**src/rtl/writeback_queue.sv**
```systemverilog
// Writeback queue: merges ALU and load writebacks into one register-bank
// write port through a small FIFO, with bypass lookup on pending entries.
//
// Ports:
//   clock, reset_n                     - clock, synchronous active-low reset
//   alu_valid/address/data             - ALU writeback request
//   memory_valid/address/data          - load writeback request
//   ready                              - both requests can be accepted
//   write/write_address/write_data     - register bank write port
//   lookup_address_k                   - register bank read addresses
//   lookup_hit_k/lookup_data_k         - bypass result per read port
module writeback_queue #(
    parameter int DEPTH = 4
) (
    input  logic        clock,
    input  logic        reset_n,
    input  logic        alu_valid,
    input  logic [5:0]  alu_address,
    input  logic [63:0] alu_data,
    input  logic        memory_valid,
    input  logic [5:0]  memory_address,
    input  logic [63:0] memory_data,
    output logic        ready,
    output logic        write,
    output logic [5:0]  write_address,
    output logic [63:0] write_data,
    input  logic [5:0]  lookup_address_1,
    input  logic [5:0]  lookup_address_2,
    output logic        lookup_hit_1,
    output logic        lookup_hit_2,
    output logic [63:0] lookup_data_1,
    output logic [63:0] lookup_data_2
);

    localparam int AW = $clog2(DEPTH);
    localparam int CW = AW + 1;

    logic [5:0]    addr_mem [DEPTH];
    logic [63:0]   data_mem [DEPTH];
    logic [AW-1:0] head;
    logic [AW-1:0] tail;
    logic [CW-1:0] count;

    logic          mem_acc;
    logic          alu_acc;
    logic          deq;
    logic [AW-1:0] alu_slot;
    logic [CW-1:0] enq_n;

    // Two free slots are required so both requests can always be taken.
    assign ready    = reset_n && (count <= CW'(DEPTH - 2));
    assign mem_acc  = memory_valid && ready;
    assign alu_acc  = alu_valid && ready;
    assign deq      = (count != '0);
    assign enq_n    = CW'(mem_acc) + CW'(alu_acc);
    // Memory request is older, so the ALU entry lands behind it.
    assign alu_slot = tail + AW'(mem_acc);

    always_ff @(posedge clock) begin
        if (!reset_n) begin
            head  <= '0;
            tail  <= '0;
            count <= '0;
        end else begin
            head  <= head + AW'(deq);
            tail  <= tail + AW'(enq_n);
            count <= count + enq_n - CW'(deq);
        end
    end

    always_ff @(posedge clock) begin
        if (mem_acc) begin
            addr_mem[tail] <= memory_address;
            data_mem[tail] <= memory_data;
        end
        if (alu_acc) begin
            addr_mem[alu_slot] <= alu_address;
            data_mem[alu_slot] <= alu_data;
        end
    end

    assign write         = deq;
    assign write_address = deq ? addr_mem[head] : '0;
    assign write_data    = deq ? data_mem[head] : '0;

    // Walk oldest to youngest so the last match wins.
    always_comb begin
        logic [AW-1:0] idx;
        idx           = '0;
        lookup_hit_1  = 1'b0;
        lookup_hit_2  = 1'b0;
        lookup_data_1 = '0;
        lookup_data_2 = '0;
        for (int i = 0; i < DEPTH; i++) begin
            idx = head + AW'(i);
            if (CW'(i) < count) begin
                if (addr_mem[idx] == lookup_address_1) begin
                    lookup_hit_1  = 1'b1;
                    lookup_data_1 = data_mem[idx];
                end
                if (addr_mem[idx] == lookup_address_2) begin
                    lookup_hit_2  = 1'b1;
                    lookup_data_2 = data_mem[idx];
                end
            end
        end
    end

endmodule

```
**config.mk**
```make
export PLATFORM = sky130hd
export DESIGN_NAME = writeback_queue
export DESIGN_NICKNAME = d
export VERILOG_FILES = /design/src/rtl/writeback_queue.sv
export SDC_FILE = /design/constraint.sdc
export NUM_CORES = 1
export LEC_CHECK = 0
export CORE_MARGIN = 5
export CORE_UTILIZATION = 40
export CTS_BUF_LIST = sky130_fd_sc_hd__clkbuf_16
export CTS_CLUSTER_SIZE = 40
export DETAILED_ROUTE_END_ITERATION = 8
export HOLD_SLACK_MARGIN = 0.12
export SLEW_MARGIN = 0
export SYNTH_ARGS = -nofsm -noshare
export SYNTH_HDL_FRONTEND = slang
export SYNTH_SLANG_ARGS = --single-unit
```
**constraint.sdc**
```tcl
create_clock -name clock -period 17 [get_ports clock]
set_input_delay 5.1 -clock clock [delete_from_list [all_inputs] [get_ports clock]]
set_output_delay 5.1 -clock clock [all_outputs]
set_load 0.005 [all_outputs]
```
After elaboration in Yosys (flattened, before gate mapping)
Memories as Yosys holds them, arrays and structs flattened. A register that Yosys moved wholly into a read port is not among the register bits.
Cells that the tools add are included.
{"block": "word_totals", "reg_bits": 7, "ramBits": 280, "input_bits": 156, "out_inout_bits": 202, "elab_cells": 71, "memories": 2}
{"block": "op_classes", "n_addsub": 9, "order_cmp": 5, "eq_ne": 8, "muxes": 40, "n_reduce_logical": 4}
{"name": "data_mem", "words": 4, "word_bits": 64, "rd": 4, "rd_ports_with_merged_regs": 1, "write_ports": 2, "line_no": "39", "rtl": "logic [63:0] data_mem [DEPTH];"}
{"name": "addr_mem", "words": 4, "word_bits": 6, "rd": 4, "rd_ports_with_merged_regs": 1, "write_ports": 2, "line_no": "38", "rtl": "logic [5:0] addr_mem [DEPTH];"}
{"operator": "2-to-1 mux 64 bit", "count": 17}
{"operator": "equality test 6 bit", "count": 8}
{"operator": "2-to-1 mux 1 bit", "count": 20}
{"operator": "< comparator 1 x 3 -> 1 bit, first input constant", "count": 2}
{"operator": "< comparator 2 x 3 -> 1 bit, first input constant", "count": 2}
{"operator": "2-to-1 mux 6 bit", "count": 1}
{"operator": "adder 2 x 1 -> 2 bit", "count": 2}
{"operator": "adder 2 bit, second input constant", "count": 2}
{"operator": "2-to-1 mux 2 bit", "count": 2}
{"operator": "adder 3 x 2 -> 3 bit", "count": 1}
{"operator": "less-or-equal comparator 3 x 2 -> 1 bit, second input constant", "count": 1}
{"operator": "logical AND 1 bit", "count": 3}
{"operator": "nonzero test 3 bit", "count": 1}
{"operator": "subtractor 3 x 1 -> 3 bit", "count": 1}
{"operator": "adder 1 x 1 -> 2 bit", "count": 1}
{"operator": "adder 2 x 1 -> 2 bit, second input constant", "count": 1}
{"operator": "adder 2 bit", "count": 1}

Depth between registers and ports, before layout
Gate-level depths: netlist of run 1.
{"block": "logic_depth", "word_depth": 9, "mapped_depth": 13}

Least setup slack after synthesis of run 1
No wires, ideal clock.
{"block": "synth_path", "path_kind": "input to output", "start": "input port lookup_address_1[5]", "end": "output port lookup_data_1[11]", "arrival_time_ns": 6.847, "required_ns": 11.900, "setup_slack_ns": 5.053, "cell_stages": 7, "path_cell_list": "buf_1 > xnor2_1 > a211oi_1 > clkbuf_1 > a311oi_1 > a2111oi_0 > a221oi_1"}
{"block": "synth_between", "elab_chain_len": 9}
{"element": "start: declaration", "line_no": "27", "rtl": "input logic [5:0] lookup_address_1,"}
{"element": "equality test 6 bit", "line_no": "97", "rtl": "if (addr_mem[idx] == lookup_address_1) begin"}
{"element": "2-to-1 mux 64 bit", "line_no": "97"}
{"element": "2-to-1 mux 64 bit", "line_no": "96", "rtl": "if (CW'(i) < count) begin"}
{"element": "2-to-1 mux 64 bit", "line_no": "97"}
{"element": "2-to-1 mux 64 bit", "line_no": "96"}
{"element": "2-to-1 mux 64 bit", "line_no": "97"}
{"element": "2-to-1 mux 64 bit", "line_no": "96"}
{"element": "2-to-1 mux 64 bit", "line_no": "97"}
{"element": "2-to-1 mux 64 bit *", "line_no": "96"}
{"element": "end: declaration", "line_no": "31", "rtl": "output logic [63:0] lookup_data_1,"}
Mark *: on every way between the ends. The rest lies on a longest branch, timed or not.

Worst setup path in the final report of run 1
{"block": "layout_path", "start": "input port lookup_address_1[5]", "end": "output port lookup_data_1[63]"}
Same word-level chain as after synthesis.

==> results of run 1 <==
-- worst reg2reg max path: cells and delay by family (launching register included) --
family	cells	cell delay (ns)
multiplexers	1	0.49
AO/OA/AOI/OAI	1	0.16
buffers and inverters	4	1.67
adder cells (fa/ha/maj)	1	0.56
flip-flops	1	0.47
AND/OR/NAND/NOR	3	0.62
-- routing by layer --
| metal | share of wire [%] | up-vias |
|---|---|---|
| met1 | 41 | 10000 |
| met3 | 7.7 | 193 |
| met2 | 48 | 923 |
| li1 | - | 9161 |
| met4 | 3.3 | 2 |
| met5 | 0.013 | - |
-- state kept, by name (all words and copies together) (netlist names) --
name	cells
data_mem	256
addr_mem	24
head	2
tail	2
count	3
-- layout by cell type (no fill, tap or decap), types with 49 or more instances in the layout --
master and count:
and4_1 49, o21ai_0 59, mux4_2 59, clkdlybuf4s50_1 357, a311oi_1 53, nand2_1 277, edfxtp_1 280, mux2i_1 204
a22o_1 59, inv_1 70, nor2_1 71, mux2_2 340, a21oi_1 116
-- cell usage after synthesis (all sizes together) (2+ instances only) --
master and n:
a2111oi 3, dfxtp 7, o31ai 23, o21ai 66, nor2b 12, a21o 41
or3 2, a221oi 12, ha 7, o2111ai 2, a311oi 53, xor2 20
and2 35, a221o 40, and3 2, a211oi 9, edfxtp 280, o311ai 18
inv 66, o211ai 43, o2bb2ai 3, buf 89, o32ai 2, nand3 3
nand4 4, mux2 340, nand2b 4, nor2 77, o221ai 13, a31o 2
a21oi 116, xnor2 33, nor4 8, a22o 59, nor3 19, clkbuf 135
or2 3, mux4 59, and4 50, or4 11, nand2 277, o31a 3
mux2i 204
-- area by class of cell --
| type | count | area [sq um] | share of cell area, % |
|---|---|---|---|
| antenna | 6 | 15.0 | 0.0518 |
| clock buffer | 39 | 976 | 3.36 |
| clock inverter | 24 | 262 | 0.901 |
| inverter | 66 | 254 | 0.875 |
| multi-input combinational | 1685 | 14100 | 48.5 |
| sequential | 287 | 8560 | 29.5 |
| tap | 773 | 967 | 3.33 |
| timing repair buffer | 399 | 3900 | 13.4 |
-- final timing paths --
| kind | end | cells past startpoint | slack [ns] | startpoint |
|---|---|---|---|---|
| max | lookup_data_1[63] | 9 | 2.73 | lookup_address_1[5] |
| min | count[0]$_SDFF_PN0_ | 2 | 0.63 | count[0]$_SDFF_PN0_ |
| min reg2reg | count[0]$_SDFF_PN0_ | 2 | 0.63 | count[0]$_SDFF_PN0_ |
| max reg2reg | data_mem[3][1]$_DFFE_PP_ | 10 | 12.78 | count[2]$_SDFF_PN0_ |
-- metrics by stage --
| step | utilization, % | setup slack, ns |
|---|---|---|
| floorplan | - | 5.05 |
| global placement | 47.1 | 2.95 |
| detailed placement | 47.1 | 2.87 |
| CTS | 49.2 | 2.85 |
| global route | 49.2 | 2.65 |
| finish | 49.2 | 2.73 |
-- power breakdown --
group / internal, mW / switching (mW)
Combinational: 0.979 / 1.29
Sequential: 0.906 / 0.0881
Clock: 0.503 / 0.308
Total: 2.39 / 1.69
-- logic make-up (layout without fill, tap and decap cells) --
kind of cell	count (synthesis)	count (layout)
AO/OA/AOI/OAI	514	514
XOR/XNOR	53	53
adder cells (fa/ha/maj)	8	8
buffers and inverters	290	528
flip-flops	287	287
multiplexers	603	603
other	0	6
AND/OR/NAND/NOR	507	507
==> flow_metrics.env, run 1 <==
export IMPL_num_fill_cells=5276
export IMPL_cts_sinks=287
export IMPL_critical_path_class="input port to output port"
export IMPL_clk_path_buf_depth=3
export IMPL_io_buffers=357
export IMPL_fin_nets=2640
export IMPL_synth_cell_type_count=57
export IMPL_grt_antenna_before_repair=8
export IMPL_cts_clk_slew_worst_paths_ns=0.06
export IMPL_place_gp_congestion=0.855
export IMPL_vias_per_cell=6.19
export IMPL_finalCriticalPeriod_ns=14.27
export IMPL_synth_simple_area_share_pct=10.2
export IMPL_setup_viol=0
export IMPL_path_common_cell="clkdlybuf4s50_1"
export IMPL_io_pins=358
export IMPL_fin_skew_ns=0.0186
export IMPL_max_slew_margin_pct=14.4
export IMPL_ys_top_cells_by_area="edfxtp_1, mux2_2, mux2i_1"
export IMPL_grt_util_met2_pct=43.0
export IMPL_gr_total_overflow=0
export IMPL_cp_data_arrival_time_ns=9.17
export IMPL_grt_max_degree=166
export IMPL_dp_cells=3210
export IMPL_drcViolationCount=0
export IMPL_ctsResizeCount=0
export IMPL_yosys_area_top_type_share_pct=35.4
export IMPL_firstDrtPassIters=6
export IMPL_leakage_nw=9.95
export IMPL_max_freq_mhz=70.1
export IMPL_rsz0062_at_grt="false"
export IMPL_dieHeight_um=254
export IMPL_num_vias=20300
export IMPL_cts_made_buffers=37
export IMPL_cts_root_buffer="clkbuf_16"
export IMPL_ys_seq_elements=287
export IMPL_die_w_um=254
export IMPL_critPathBufInv=3
export IMPL_grt_busiest_layer="met2"
export IMPL_placed_cell_area_sq_um=27800
export IMPL_met1_usage_pct=32.5
export IMPL_yosysTopAreaCell="edfxtp_1"
export IMPL_drive_above_1_share_pct=20.8
export IMPL_drt_total_wl_um=85100
export IMPL_use_met3_pct=4.37
export IMPL_critPathMaxFanout=30
export IMPL_cts_htree_levels=2
export IMPL_wl_per_cell_um=26.0
export IMPL_synthCells=2262
export IMPL_totalPowerFinal_mw=4.08
export IMPL_p_per_area_nw_per_um2=141
export IMPL_synth_top_family_by_area="multiplexers"
export IMPL_ys_async_sr_fraction_pct=0
export IMPL_syn_nets=2426
export IMPL_hp_class="flip-flop to flip-flop"
export IMPL_grt_pass1_wl_um=125000
export IMPL_cp_top_family="buffers and inverters"
export IMPL_ys_seq_area_share_pct=36.0
export IMPL_cts_tree="done"
export IMPL_crit_required_ns=11.90
export IMPL_ant_nets=0
export IMPL_clock_latency_ns=0.55
export IMPL_synthXorXnorAreaFrac_pct=1.96
export IMPL_synth_compound_area_share_pct=15.7
export IMPL_max_stage_delay_ns=0.99
export IMPL_grt_use_total_pct=25.2
export IMPL_avgSynthCellArea_sq_um=10.5
export IMPL_drt_iter0_drc=1642
export IMPL_final_cells=3279
export IMPL_synth_mux_area_share_pct=30.3
export IMPL_slew_viol_final=0
export IMPL_fin_crit_sh_pct=83.9
export IMPL_hpwl_um=53900
export IMPL_post_cts_setup_buffer_count=0
export IMPL_netlist_area_sq_um=23700
export IMPL_irDropWorstVdd_v=0.000136
export IMPL_holdBufCountCts=0
export IMPL_outcome="finished, final reports clean"
export IMPL_synth_edf_count=280
export IMPL_slowest_stage="nor2_4"
export IMPL_fin_setup_tns_ns=0
export IMPL_synth_main_ff_cell="edfxtp_1"
export IMPL_synthAdderAreaFrac_pct=0.454
export IMPL_row_count=89
export IMPL_grt_pass1_vias=20200
export IMPL_max_slew_worst_pin_slew_ns=1.28
export IMPL_cp_start_kind="input port"
export IMPL_critical_path_cell_chain="clkdlybuf4s50_1, nand2b_1, mux2i_1, o31ai_1, nor2_4, buf_4, a311oi_1, o21ai_0, clkdlybuf4s50_1"
export IMPL_core_area_sq_um=58900
export IMPL_dieArea_sq_um=64300
export IMPL_area_delta_synth_final_pct=22.3
export IMPL_final_cell_area_sq_um=29000
export IMPL_initial_core_util_pct=40.3
export IMPL_maxCapViolCount=0
export IMPL_hold_violations=0
export IMPL_whs_ns=0.629
export IMPL_yosysWarnings=0
export IMPL_cp_end_kind="output port"
(Power assumes the default switching activity.)
==> inputs of run 2 (changes only) <==
Clock period 17 ns to 12.5 ns, I/O delays scaled along.
==> run 2 against run 1 <==
Against the previous run: critical path depth shrank 2; flip-flop and latch count is the same; routed wire length grew 1.3%; die area is the same; power grew 33%.
==> flow_metrics.env, run 2 (synthesis results as in run 1) <==
export IMPL_grt_pass1_vias=20500
export IMPL_cts_tree="done"
export IMPL_cts_made_buffers=36
export IMPL_rsz0062_at_grt="false"
export IMPL_max_slew_worst_pin_slew_ns=1.12
export IMPL_grt_antenna_before_repair=5
export IMPL_dieHeight_um=254
export IMPL_area_delta_synth_final_pct=21.9
export IMPL_cts_htree_levels=2
export IMPL_seqPwrFrac_pct=24.7
export IMPL_num_vias=20500
export IMPL_initial_core_util_pct=40.3
export IMPL_cp_end_kind="output port"
export IMPL_path_common_cell="clkdlybuf4s50_1"
export IMPL_slowest_stage="nand3_4"
export IMPL_outcome="finished, final reports clean"
export IMPL_setup_viol=0
export IMPL_drt_iter0_drc=1683
export IMPL_p_clk_share_pct=18.2
export IMPL_seq_area_sq_um=8560
export IMPL_p_per_area_nw_per_um2=188
export IMPL_max_stage_delay_ns=0.91
export IMPL_fin_setup_tns_ns=0
export IMPL_io_buffers=357
export IMPL_finish_utilization_pct=49.1
export IMPL_slew_viol_final=0
export IMPL_firstDrtPassIters=6
export IMPL_maxCapViolCount=0
export IMPL_gr_total_overflow=0
export IMPL_reg_largest_list="data_mem: 256 flops, addr_mem: 24 flops, count: 3 flops"
export IMPL_fin_skew_ns=0.0133
export IMPL_post_cts_setup_buffer_count=0
export IMPL_leakage_nw=9.90
export IMPL_drt_total_wl_um=86300
export IMPL_crit_required_ns=8.75
export IMPL_p_switching_mw=2.30
export IMPL_hpwl_um=53900
export IMPL_max_slew_margin_pct=25.3
export IMPL_preCtsSetupSlack_ns=1.24
export IMPL_num_fill_cells=5251
export IMPL_clk_path_buf_depth=3
export IMPL_ctsResizeCount=0
export IMPL_max_freq_mhz=88.4
export IMPL_hold_violations=0
export IMPL_largest_reg_flops=256
export IMPL_cp_data_arrival_time_ns=7.56
export IMPL_fin_crit_sh_pct=90.5
export IMPL_vias_per_cell=6.27
export IMPL_cts_sinks=287
export IMPL_ant_nets=0
export IMPL_critical_path_class="input port to output port"
export IMPL_power_frac_comb_pct=57.0
export IMPL_p_int_mw=3.13
export IMPL_clock_latency_ns=0.54
export IMPL_hp_class="flip-flop to flip-flop"
export IMPL_die_w_um=254
export IMPL_p_sw_share_pct=42.3
export IMPL_cts_clk_slew_worst_paths_ns=0.05
export IMPL_holdBufCountCts=0
export IMPL_layout_commonest_cell="clkdlybuf4s50_1"
export IMPL_cts_root_buffer="clkbuf_16"
export IMPL_dieArea_sq_um=64300
export IMPL_drcViolationCount=0
export IMPL_critical_path_cell_chain="clkdlybuf4s50_1, xnor2_1, and4_2, nand3_4, a311oi_1, o21ai_0, clkdlybuf4s50_1"
export IMPL_regMostFlops="data_mem"
export IMPL_fin_ws_ns=1.19
export IMPL_wl_per_cell_um=26.3
export IMPL_critPathMaxFanout=52
export IMPL_row_count=89
export IMPL_final_cell_mix="clkdlybuf4s50_1, mux2_2, edfxtp_1, nand2_1, mux2i_1"
export IMPL_place_gp_congestion=0.867
export IMPL_totalPowerFinal_mw=5.43
export IMPL_finalCriticalPeriod_ns=11.31
export IMPL_grt_pass1_wl_um=128000
export IMPL_fin_nets=2639
export IMPL_irDropWorstVdd_v=0.000133
export IMPL_drive_above_1_share_pct=20.6
export IMPL_cp_start_kind="input port"
export IMPL_multi_input_area_sq_um=14100
export IMPL_grt_max_degree=127
export IMPL_core_area_sq_um=58900
export IMPL_grt_use_total_pct=25.6
export IMPL_io_pins=358
[run 2: metal layers]
metal / share of wire, % / GRT usage [%] / wire length, um
met1: 40 / 33.1 / 34800
met2: 48 / 43.5 / 41600
met3: 7.8 / 3.87 / 6710
met4: 3.7 / 10.1 / 3200
met5: 0.015 / 0 / 13
[run 2: worst max-delay path: cells and delay by family]
family | cells | cell delay [ns]
AO/OA/AOI/OAI | 2 | 0.62
XOR/XNOR | 1 | 0.18
buffers and inverters | 2 | 1.20
AND/OR/NAND/NOR | 2 | 1.76
[run 2: stage by stage]
stage	std cells	instance area (sq um)	hold slack, ns
after floorplan	2262	23700	0.581
after global placement	3210	27800	0.616
after detailed placement	3210	27800	0.625
after CTS	3273	28900	0.642
after global routing	3276	28900	0.690
final	3277	28900	0.643
[run 2: final timing paths]
check	startpoint	endpoint	slack, ns	depth (start not counted)
hold / removal	count[0]$_SDFF_PN0_	count[0]$_SDFF_PN0_	0.64	2
hold reg to reg	count[0]$_SDFF_PN0_	count[0]$_SDFF_PN0_	0.64	2
setup reg to reg	count[2]$_SDFF_PN0_	data_mem[2][3]$_DFFE_PP_	8.25	11
setup / recovery	lookup_address_1[1]	lookup_data_1[49]	1.19	7
[run 2: layout make-up]
| class | instances | share of cell area [%] |
|---|---|---|
| multi-input combinational | 1685 | 48.7 |
| sequential | 287 | 29.6 |
| timing repair buffer | 399 | 13.7 |
| tap | 773 | 3.34 |
| clock buffer | 37 | 3.20 |
| inverter | 66 | 0.878 |
| clock inverter | 26 | 0.558 |
| antenna | 4 | 0.0346 |
[run 2: power groups by stage]
stage / clock, mW / combinational, mW / sequential (mW)
after floorplan: 0 / 1.95 / 1.31
after global placement: 0 / 3.03 / 1.35
after detailed placement: 0 / 3.06 / 1.36
after CTS: 1.01 / 3.08 / 1.34
after global routing: 1.05 / 3.31 / 1.36
final: 0.989 / 3.10 / 1.34
==> inputs of run 3 (changes only) <==
Settings changed: CORE_MARGIN 5 to 4.
==> run 3 against run 2 <==
Against the previous run: highest routed layer is now met4; via count fell by 0.29%; clock skew up 0.0074 ns; sequential share of layout area increased by 0.090 points; largest cell class unchanged.
==> flow_metrics.env, run 3 (synthesis results as in run 1) <==
export IMPL_outcome="finished, final reports clean"
export IMPL_max_slew_worst_pin_slew_ns=1.27
export IMPL_placed_cell_area_sq_um=27800
export IMPL_p_sw_share_pct=42.3
export IMPL_fin_skew_ns=0.0207
export IMPL_hold_start="count[0]$_SDFF_PN0_"
export IMPL_grt_pass1_wl_um=125000
export IMPL_ctsResizeCount=0
export IMPL_crit_required_ns=8.75
export IMPL_cts_sinks=287
export IMPL_hpwl_um=53400
export IMPL_whs_ns=0.633
export IMPL_leakage_nw=9.84
export IMPL_worstHoldEndpoint="count[0]$_SDFF_PN0_"
export IMPL_cts_made_buffers=37
export IMPL_place_gp_congestion=0.853
export IMPL_die_w_um=252
export IMPL_cp_data_arrival_time_ns=7.68
export IMPL_critical_path_cell_chain="clkdlybuf4s50_1, and2_1, a22oi_1, o21a_2, nand3_4, buf_4, a311oi_1, o21ai_0, clkdlybuf4s50_1"
export IMPL_fin_setup_tns_ns=0
export IMPL_num_vias=20500
export IMPL_initial_core_util_pct=40.3
export IMPL_final_cells=3273
export IMPL_setup_viol=0
export IMPL_rsz0062_at_grt="false"
export IMPL_cts_htree_levels=2
export IMPL_dieArea_sq_um=63300
export IMPL_vias_per_cell=6.26
export IMPL_largest_reg_flops=256
export IMPL_drcViolationCount=0
export IMPL_grt_antenna_before_repair=5
export IMPL_final_cell_area_sq_um=28800
export IMPL_post_cts_setup_buffer_count=0
export IMPL_cts_clk_slew_worst_paths_ns=0.05
export IMPL_critPathMaxFanout=45
export IMPL_row_count=89
export IMPL_holdBufCountCts=0
export IMPL_clk_path_buf_depth=3
export IMPL_cp_end_kind="output port"
export IMPL_grt_use_total_pct=25.3
export IMPL_irDropWorstVdd_v=0.000127
export IMPL_io_pins=358
export IMPL_io_buffers=357
export IMPL_reg_largest_list="data_mem: 256 flops, addr_mem: 24 flops, count: 3 flops"
export IMPL_totalPowerFinal_mw=5.39
export IMPL_dieHeight_um=252
export IMPL_r2r_setup_slack_ns=7.92
export IMPL_p_per_area_nw_per_um2=187
export IMPL_core_area_sq_um=58900
export IMPL_cts_root_buffer="clkbuf_16"
export IMPL_dp_cells=3209
export IMPL_fin_nets=2639
export IMPL_fin_crit_sh_pct=91.5
export IMPL_cp_start_kind="input port"
export IMPL_maxCapViolCount=0
export IMPL_p_switching_mw=2.28
export IMPL_cts_tree="done"
export IMPL_cp_top_family="buffers and inverters"
export IMPL_gr_total_overflow=0
export IMPL_layout_commonest_cell="clkdlybuf4s50_1"
export IMPL_slew_viol_final=0
export IMPL_r2r_start="count[2]$_SDFF_PN0_"
export IMPL_ant_nets=0
export IMPL_path_common_cell="clkdlybuf4s50_1"
export IMPL_worstSetupPathDepth=9
export IMPL_drt_total_wl_um=84700
export IMPL_hp_class="flip-flop to flip-flop"
export IMPL_power_frac_comb_pct=57.1
export IMPL_reg2reg_depth=9
export IMPL_critPathBufInv=3
export IMPL_hold_violations=0
export IMPL_max_stage_delay_ns=0.87
export IMPL_max_freq_mhz=87.5
export IMPL_slowest_stage="nand3_4"
export IMPL_worstHoldPathCells=2
export IMPL_r2r_end="data_mem[3][48]$_DFFE_PP_"
export IMPL_finalCriticalPeriod_ns=11.43
export IMPL_multi_input_area_sq_um=14100
export IMPL_p_int_mw=3.11
export IMPL_seq_area_sq_um=8560
export IMPL_clock_latency_ns=0.54
export IMPL_regMostFlops="data_mem"
export IMPL_num_fill_cells=5268
export IMPL_firstDrtPassIters=6
export IMPL_grt_pass1_vias=20500
export IMPL_grt_max_degree=89
export IMPL_area_delta_synth_final_pct=21.5
export IMPL_final_cell_mix="clkdlybuf4s50_1, mux2_2, edfxtp_1, nand2_1, mux2i_1"
export IMPL_seqPwrFrac_pct=25.1
export IMPL_drt_iter0_drc=1795
export IMPL_wl_per_cell_um=25.9
export IMPL_drive_above_1_share_pct=20.6
export IMPL_critical_path_class="input port to output port"
export IMPL_p_clk_share_pct=17.8
export IMPL_max_slew_margin_pct=15.4
[run 3: routing by layer]
metal	part of all wire (%)	track usage, %	wire length (um)	vias up
li1	-	-	-	9171
met1	40	32.6	34200	10100
met2	49	43.5	41300	1013
met3	7.3	3.22	6170	188
met4	3.6	10.2	3030	0
met5	0	0	0	-
[run 3: cell type report]
cell class,count,area share [%]
diodes,6,0.0521
clock buffers,37,3.21
clock inverters,21,0.399
inverters,66,0.881
multi-input cells,1685,48.8
flip-flops and latches,287,29.7
well taps,773,3.35
repair buffers,398,13.6
[run 3: how the worst max path moves through the flow]
stage                              startpoint                  endpoint  slack, ns
final                     lookup_address_1[3]         lookup_data_1[62]       1.07
after global routing      lookup_address_1[3]         lookup_data_1[62]       0.95
after CTS                 lookup_address_1[3]         lookup_data_1[62]       1.20
after detailed placement  lookup_address_1[3]         lookup_data_1[56]       1.21
after global placement    lookup_address_1[3]         lookup_data_1[62]       1.22
after floorplan                       reset_n  addr_mem[0][0]$_DFFE_PP_       2.65
[run 3: worst min-delay path: cells and delay by family, from the launching register on]
kind                     cells  cell delay, ns
flip-flops                   1            0.36
AND/OR/NAND/NOR              1            0.11
adder cells (fa/ha/maj)      1            0.14
[run 3: power by group through the flow]
| stage | combinational [mW] | clock, mW | sequential [mW] |
|---|---|---|---|
| finish | 3.08 | 0.959 | 1.35 |
| global route | 3.28 | 1.01 | 1.37 |
| CTS | 3.05 | 0.979 | 1.35 |
| detailed placement | 3.04 | 0 | 1.37 |
| floorplan | 1.95 | 0 | 1.31 |
| global placement | 3.00 | 0 | 1.36 |
[run 3: metrics by stage]
| stage | setup WS [ns] | util [%] |
|---|---|---|
| finish | 1.07 | 48.9 |
| global route | 0.949 | 48.9 |
| CTS | 1.20 | 48.9 |
| detailed placement | 1.21 | 47.2 |
| global placement | 1.22 | 47.2 |
| floorplan | 2.65 | - |
